$ cat src/rtl/aps_adder_pkg.sv
// Shared types and sizing helpers for the chunked adder/subtractor.
package aps_adder_pkg;

    typedef enum logic [1:0] {
        IDLE = 2'd0,
        CALC = 2'd1,
        DONE = 2'd2
    } state_t;

    localparam int DEF_WIDTH = 32;
    localparam int DEF_CHUNK = 8;

    // Number of slices needed to cover the full operand.
    function automatic int nchunk(input int width, input int chunk);
        return width / chunk;
    endfunction

    localparam int NCHUNK = nchunk(DEF_WIDTH, DEF_CHUNK);

    // Slice index width; a single-slice configuration still gets a 1-bit index.
    function automatic int idx_width(input int n);
        return (n <= 1) ? 1 : $clog2(n);
    endfunction

endpackage

$ cat src/rtl/adder_slice.sv
// Narrow combinational adder slice reused for every chunk of the operands.
module adder_slice #(
    parameter int CHUNK = 8
) (
    input  logic [CHUNK-1:0] a,
    input  logic [CHUNK-1:0] b,
    input  logic             cin,
    output logic [CHUNK-1:0] s,
    output logic             cout
);

    // Plain ripple sum with the carry appended as the top bit.
    assign {cout, s} = {1'b0, a} + {1'b0, b} + {{CHUNK{1'b0}}, cin};

endmodule

$ cat src/rtl/chunked_adder32.sv
// Multi-cycle adder/subtractor: one CHUNK-wide slice per clock, valid/ready on both sides.
module chunked_adder32
    import aps_adder_pkg::*;
#(
    parameter int WIDTH = DEF_WIDTH,
    parameter int CHUNK = DEF_CHUNK
) (
    input  logic             clk,
    input  logic             rst,
    input  logic             valid_in,
    output logic             ready_out,
    input  logic [WIDTH-1:0] A,
    input  logic [WIDTH-1:0] B,
    input  logic             Pin,
    input  logic             SUB,
    output logic             valid_out,
    input  logic             ready_in,
    output logic [WIDTH-1:0] S,
    output logic             Pout,
    output logic             OVF
);

    localparam int NCH   = nchunk(WIDTH, CHUNK);
    localparam int IDX_W = idx_width(NCH);
    localparam logic [IDX_W-1:0] LAST_IDX = IDX_W'(NCH - 1);

    generate
        if (WIDTH % CHUNK != 0) begin : g_bad_chunk
            $error("chunked_adder32: WIDTH must be a multiple of CHUNK");
        end
    endgenerate

    state_t             state_q, state_d;
    logic [IDX_W-1:0]   idx_q, idx_d;
    logic [WIDTH-1:0]   a_q, a_d;
    logic [WIDTH-1:0]   bx_q, bx_d;
    logic [WIDTH-1:0]   s_q, s_d;
    logic               carry_q, carry_d;
    logic               sub_q, sub_d;
    logic               pout_q, pout_d;
    logic               ovf_q, ovf_d;

    logic [CHUNK-1:0]   sl_a, sl_b, sl_s;
    logic               sl_c;

    // The slice always looks at the chunk selected by the running index.
    assign sl_a = a_q[int'(idx_q) * CHUNK +: CHUNK];
    assign sl_b = bx_q[int'(idx_q) * CHUNK +: CHUNK];

    adder_slice #(.CHUNK(CHUNK)) u_slice (
        .a    (sl_a),
        .b    (sl_b),
        .cin  (carry_q),
        .s    (sl_s),
        .cout (sl_c)
    );

    // Next-state, operand capture, per-chunk accumulation and flag generation.
    always_comb begin
        state_d = state_q;
        idx_d   = idx_q;
        a_d     = a_q;
        bx_d    = bx_q;
        s_d     = s_q;
        carry_d = carry_q;
        sub_d   = sub_q;
        pout_d  = pout_q;
        ovf_d   = ovf_q;
        case (state_q)
            IDLE: begin
                if (valid_in) begin
                    // Subtraction is A + ~B + ~borrow, so invert B and the carry-in here once.
                    a_d     = A;
                    bx_d    = B ^ {WIDTH{SUB}};
                    carry_d = Pin ^ SUB;
                    sub_d   = SUB;
                    idx_d   = '0;
                    state_d = CALC;
                end
            end
            CALC: begin
                s_d[int'(idx_q) * CHUNK +: CHUNK] = sl_s;
                carry_d = sl_c;
                if (idx_q == LAST_IDX) begin
                    idx_d   = '0;
                    state_d = DONE;
                    // Carry-out is inverted back into a borrow for subtraction.
                    pout_d  = sl_c ^ sub_q;
                    ovf_d   = (a_q[WIDTH-1] == bx_q[WIDTH-1]) && (sl_s[CHUNK-1] != a_q[WIDTH-1]);
                end else begin
                    idx_d = idx_q + 1'b1;
                end
            end
            DONE: begin
                if (ready_in) begin
                    state_d = IDLE;
                end
            end
            default: begin
                state_d = IDLE;
            end
        endcase
    end

    // State and datapath registers; reset aborts any operation in flight.
    always_ff @(posedge clk or posedge rst) begin
        if (rst) begin
            state_q <= IDLE;
            idx_q   <= '0;
            a_q     <= '0;
            bx_q    <= '0;
            s_q     <= '0;
            carry_q <= 1'b0;
            sub_q   <= 1'b0;
            pout_q  <= 1'b0;
            ovf_q   <= 1'b0;
        end else begin
            state_q <= state_d;
            idx_q   <= idx_d;
            a_q     <= a_d;
            bx_q    <= bx_d;
            s_q     <= s_d;
            carry_q <= carry_d;
            sub_q   <= sub_d;
            pout_q  <= pout_d;
            ovf_q   <= ovf_d;
        end
    end

    assign ready_out = (state_q == IDLE);
    assign valid_out = (state_q == DONE);
    assign S         = s_q;
    assign Pout      = pout_q;
    assign OVF       = ovf_q;

endmodule

$ cat config.mk
export PLATFORM = sky130hd
export DESIGN_NAME = chunked_adder32
export DESIGN_NICKNAME = d
export VERILOG_FILES = /design/src/rtl/aps_adder_pkg.sv /design/src/rtl/adder_slice.sv /design/src/rtl/chunked_adder32.sv
export SDC_FILE = /design/constraint.sdc
export NUM_CORES = 1
export LEC_CHECK = 0
export ABC_AREA = 1
export BUFFER_PORTS_ARGS = -buffer_cell sky130_fd_sc_hd__buf_2
export CORE_ASPECT_RATIO = 1.4
export CORE_MARGIN = 1
export CORE_UTILIZATION = 59
export DETAILED_ROUTE_END_ITERATION = 6
export GPL_TIMING_DRIVEN = 1
export HOLD_SLACK_MARGIN = 0.06
export PLACE_DENSITY = 0.85
export SLEW_MARGIN = 0
export SYNTH_ARGS = -nofsm -noshare
export SYNTH_HDL_FRONTEND = slang
export SYNTH_SLANG_ARGS = --single-unit
export TNS_END_PERCENT = 50
$ cat constraint.sdc
create_clock -name clk -period 5.85 [get_ports clk]
set_input_delay 1.17 -clock clk [delete_from_list [all_inputs] [get_ports clk]]
set_output_delay 1.17 -clock clk [all_outputs]
set_load 0.05 [all_outputs]
# ---- Word-level counts from Yosys, hierarchy flattened
# Cells that the tools add are included.
dict set report word_totals {
  ff_bits 104
  wordCells 45
}
dict set report op_classes {
  shift 4
  n_mux 10
  reduce_logical 7
  addsub 4
  bitwise_logic 3
  n_eq_ne 8
}
# operator n
set ops {}
lappend ops {{$shiftx 32x6->8} 2}
lappend ops {{$neg 5->33} 1}
lappend ops {{$shift 8x33->32 const A} 1}
lappend ops {{$shiftx 8x33->32} 1}
lappend ops {{$bwmux 32} 1}
lappend ops {{$xor 32x32->32} 1}
lappend ops {{$mux 2} 5}
lappend ops {{$add 8x8->9} 1}
lappend ops {{$add 9x1->9} 1}
lappend ops {{$pmux 2 s3} 1}
lappend ops {{$reduce_and 2->1} 3}
lappend ops {{$eq 2x2->1 const B} 2}
lappend ops {{$ne 2x2->1 const B} 2}
lappend ops {{$pmux 2 s2} 1}
lappend ops {{$reduce_and 3->1} 1}
lappend ops {{$add 2x1->2 const B} 1}
lappend ops {{$eq 2x1->1 const B} 1}
lappend ops {{$logic_not 2->1} 1}
lappend ops {{$ne 2x1->1 const B} 1}
lappend ops {{$pmux 1 s2} 1}
lappend ops {{$reduce_bool 2->1} 1}
lappend ops {{$xor 1x1->1} 2}
lappend ops {{$eq 1x1->1} 1}
lappend ops {{$logic_and 1x1->1} 1}
lappend ops {{2 further kinds} 2}

# ---- Longest topological paths before layout
dict set report logic_depth {
  ltp_word 5
  ltp_mapped 16
  depth_no_buf 14
}

# ---- Cells and area by module
# Synthesis repeated with hierarchy kept, for this count alone.
dict set report hier_totals {
  cells_unflattened 678
  area_unflattened_um2 5520.3
}
# mod n_inst cells_each area_per_inst_um2 seq_area_each_um2
set by_module_without_submodules {}
lappend by_module_without_submodules {chunked_adder32 1 619 5136.2 2602.5}
lappend by_module_without_submodules {adder_slice 1 59 384.1 0.0}

# ---- Worst setup path before layout
# No wires, ideal clock.
dict set report synth_path {
  kind {register to register}
  from {reg idx_q[0]}
  to {reg s_q[12] (netlist: S[12])}
  arrival_ns 2.494
  stages_incl_launch_ff 15
  setup_time_ns 0.118
  path_slack_ns 3.238
  path_cell_list {dfrtp_1 buf_2 inv_2 clkbuf_1 o21ai_0 o22ai_1 fa_1 fa_1 nand2_1 nand3_1 nand2_1 xor2_1 nor2_1 nand3_1 nand2_1}
}
dict set report synth_via {
  elab_chain_cells 5
  word_cells_on_any_way 8
  classes_between {add/sub (3); shift (4); mux (1)}
}
# item line
set synth_lines {}
lappend synth_lines {{from (decl)} chunked_adder32.sv:34} ;# logic [IDX_W-1:0] idx_q, idx_d;
lappend synth_lines {{from (signal assigned)} chunked_adder32.sv:119} ;# idx_q <= idx_d;
lappend synth_lines {{$shiftx 32x6->8, on equally long branches} {chunked_adder32.sv:47, chunked_adder32.sv:48}}
lappend synth_lines {{$add 8x8->9} adder_slice.sv:13} ;# assign {cout, s} = {1'b0, a} + {1'b0, b} + {{CHUNK{1'b0}}, cin};
lappend synth_lines {{$add 9x1->9} adder_slice.sv:13}
lappend synth_lines {{$shiftx 8x33->32} chunked_adder32.sv:82} ;# s_d[int'(idx_q) * CHUNK +: CHUNK] = sl_s;
lappend synth_lines {{$bwmux 32 *} chunked_adder32.sv:82}
lappend synth_lines {{to (signal assigned)} chunked_adder32.sv:112} ;# s_q <= '0;
lappend synth_lines {{to (signal assigned)} chunked_adder32.sv:122} ;# s_q <= s_d;
lappend synth_lines {{to (decl)} chunked_adder32.sv:37} ;# logic [WIDTH-1:0] s_q, s_d;
# Mark *: on every way between the ends. The rest lies on a longest branch, timed or not.
# A chain may end at the register's enable or synchronous reset.

# ---- Worst setup path after layout
dict set report layout_path {
  from {reg idx_q[0]}
  to {reg s_q[14] (netlist: S[14])}
}
# Same word-level chain as after synthesis.

==> impl_metrics.env <==
export IMPL_worst_hold_path_type="reg -> reg"
export IMPL_grt_usage_pct=31.4
export IMPL_post_route_min_period_ps=3570
export IMPL_register_area_sq_um=2600
export IMPL_cts_root_buffer="clkbuf_16"
export IMPL_clk_latency_ps=360
export IMPL_firstDrtPassIters=5
export IMPL_gr_max_usage_layer="met2"
export IMPL_postSynthNetCount=700
export IMPL_drt_wirelength_per_cell_um=16.2
export IMPL_cp_max_fo=37
export IMPL_yosys_area_share_adder_pct=3.96
export IMPL_dp_slack_ps=2400
export IMPL_antenna_cells=0
export IMPL_drive_gt1_share_pct=19.0
export IMPL_drc=0
export IMPL_setup_tns_ps=0
export IMPL_clkSinkCount=104
export IMPL_hold_viol=0
export IMPL_end_kind="flop"
export IMPL_grt_max_degree=101
export IMPL_start_kind="flop"
export IMPL_port_buffers=105
export IMPL_ios=106
export IMPL_cap_violations=0
export IMPL_die_h_um=112
export IMPL_die_w_um=80.8
export IMPL_p_leak_nw=3.13
export IMPL_ys_seq_area_share_pct=50.8
export IMPL_relSlewSlack_pct=39.5
export IMPL_crit_required_ps=6150
export IMPL_ir_drop_v=0.000456
export IMPL_final_nets=791
export IMPL_critPathKind="reg -> reg"
export IMPL_reg2reg_depth=15
export IMPL_clk_pin_slew_ps=80
export IMPL_cts_buffers=9
export IMPL_overflow=0
export IMPL_grt_use_met2_pct=54.6
export IMPL_rsz0062_at_grt="no"
export IMPL_area_growth_pct=17.1
export IMPL_post_cts_resized=0
export IMPL_nFillCells=638
export IMPL_rrSetupSlack_ps=2280
export IMPL_yosysTopAreaCellShare_pct=50.8
export IMPL_finalMaxSlewViolations=0
export IMPL_multi_input_area_sq_um=2290
export IMPL_synth_area_leaders="dfrtp_1, nand2_1, o21ai_0, xnor2_1, nor2_1"
export IMPL_synth_top_family_by_area="simple AND/OR/NAND/NOR gates"
export IMPL_ant_nets=0
export IMPL_syn_inst=615
export IMPL_synth_top_area_cell="dfrtp_1"
export IMPL_rows=39
export IMPL_synthSimpleGateAreaFrac_pct=23.1
export IMPL_vias_per_cell=5.61
export IMPL_synth_xor_area_share_pct=6.16
export IMPL_setup_viol_count_final=0
export IMPL_antenna_found_initial=0
export IMPL_period_share_pct=61.1
export IMPL_hold_buffers=0
export IMPL_use_met3_pct=6.10
export IMPL_skew_ps=10.1
export IMPL_clk_path_buf_depth=2
export IMPL_hold_depth=2
export IMPL_via_count=4561
export IMPL_synth_compound_area_share_pct=11.5
export IMPL_htree_levels=3
export IMPL_ys_types=28
export IMPL_hpwl_um=9520
export IMPL_grt_pass1_wl_um=21300
export IMPL_fin_ws_ps=2280
export IMPL_synth_warnings=0
export IMPL_status="finished, final reports clean"
export IMPL_worst_ep_arrival_time_ps=3870
export IMPL_cts_setup_buffers=0
export IMPL_fmax_mhz=280
export IMPL_worst_slew_pin_slew_ps=908
export IMPL_dieArea_sq_um=9060
export IMPL_syn_cell_area_sq_um=5120
export IMPL_p_per_area_nw_per_um2=703
export IMPL_syn_avg_cell_area_sq_um=8.33
export IMPL_synth_area_mux_share_pct=0
export IMPL_grtUsageMet1_pct=34.8
export IMPL_ys_seq_elements=104
export IMPL_start_util_pct=61.7
export IMPL_cts_tree="done"
export IMPL_grt_pass1_vias=4517
export IMPL_gp_congestion=0.919
export IMPL_fp_coreArea_sq_um=8300
export IMPL_initialDrtViolationCount=305
export IMPL_wirelength_um=13200
==> state kept, by name, indices dropped and copies added, names as in the netlist <==
| register | flops |
|---|---|
| Pout | 1 |
| state_q | 2 |
| bx_q | 32 |
| S | 32 |
| carry_q | 1 |
| a_q | 32 |
| sub_q | 1 |
| OVF | 1 |
| idx_q | 2 |
==> cell usage after synthesis <==
master / n
buf_1: 1
o31ai_1: 4
nor2_2: 1
fa_1: 2
nand3_1: 18
o21ai_1: 4
o21ai_0: 78
clkbuf_1: 15
a22o_1: 2
o211ai_1: 2
nand2_2: 3
inv_1: 24
ha_1: 13
a21oi_1: 3
o22ai_1: 16
dfrtp_1: 104
nand2_1: 221
nand4_1: 5
xnor2_1: 33
nor4_4: 1
inv_2: 3
nor2_1: 44
nor2_4: 1
nand2_4: 1
buf_4: 1
buf_2: 11
xor2_1: 3
clkinv_2: 1
==> cell usage in the layout (no fill, tap or decap), types with 2 or more instances in the layout <==
cell / n
nor2_1: 44
xnor2_1: 33
nand2_1: 221
nand3_1: 18
inv_1: 23
fa_1: 2
buf_2: 105
o31ai_1: 4
o22ai_1: 16
buf_4: 3
nand2_2: 3
a21oi_1: 3
a22o_1: 2
xor2_1: 3
o21ai_1: 4
dfrtp_1: 104
ha_1: 13
o211ai_1: 2
bufinv_16: 2
inv_2: 3
o21ai_0: 78
nand4_1: 5
clkinvlp_4: 2
clkbuf_16: 9
==> final cells by class <==
type	count	area share, %
timing repair buffer	108	9.13
clock inverter	6	1.54
sequential	104	43.4
inverter	28	1.81
multi-input combinational	455	38.2
tap	102	2.13
clock buffer	10	3.82
==> through the flow <==
step	cells	total power, mW	util [%]	hold slack, ps	area [sq um]
5_1_grt	813	4.52	72.3	514	6000
3_5_place_dp	797	3.52	68.4	469	5680
2_1_floorplan	615	2.90	-	444	5120
6_report	813	4.22	72.3	483	6000
3_3_place_gp	797	3.44	68.4	461	5680
4_1_cts	813	4.19	72.3	486	6000
==> worst max-delay path, cell delays in order (launching register included) <==
cell and delay [ps]:
dfrtp_1 680, buf_4 410, inv_2 300, o21ai_0 260, o22ai_1 120, fa_1 460, fa_1 410, nand2_1 80
nand3_1 100, nand3_1 110, nand2_1 60, nand2_1 90, nand3_1 90, nor2_1 190, nand2_1 90, nand2_1 60
==> per-layer routing <==
metal  vias to the layer above  part of all wire, %
li1                       2165                    -
met1                      2158                   37
met2                       186                   52
met3                        52                  5.0
met4                         0                  5.4
met5                         -                    0
==> path summary, 6_finish.rpt <==
kind / from / to
max reg2reg: idx_q[0]$_DFFE_PP0P_ / S[14]$_DFFE_PP0P_
min reg2reg: bx_q[18]$_DFFE_PP0P_ / bx_q[18]$_DFFE_PP0P_
max in group asynchronous: rst / a_q[12]$_DFFE_PP0P_
min: bx_q[18]$_DFFE_PP0P_ / bx_q[18]$_DFFE_PP0P_
min in group asynchronous: rst / a_q[1]$_DFFE_PP0P_
max: idx_q[0]$_DFFE_PP0P_ / S[14]$_DFFE_PP0P_
==> kinds of logic (layout without fill, tap and decap cells) <==
kind of cell / Yosys count / count (layout)
simple gates: 295 / 295
xor+xnor: 36 / 36
flops: 104 / 104
fa+ha+maj: 15 / 15
buf+inv: 56 / 152
compound gates: 109 / 109
==> where the power goes <==
| part | internal [mW] | switching (mW) |
|---|---|---|
| combinational | 0.672 | 1.61 |
| clock | 0.377 | 0.275 |
| sequential | 1.03 | 0.247 |
No activity file was read; power rests on OpenSTA's default activity.
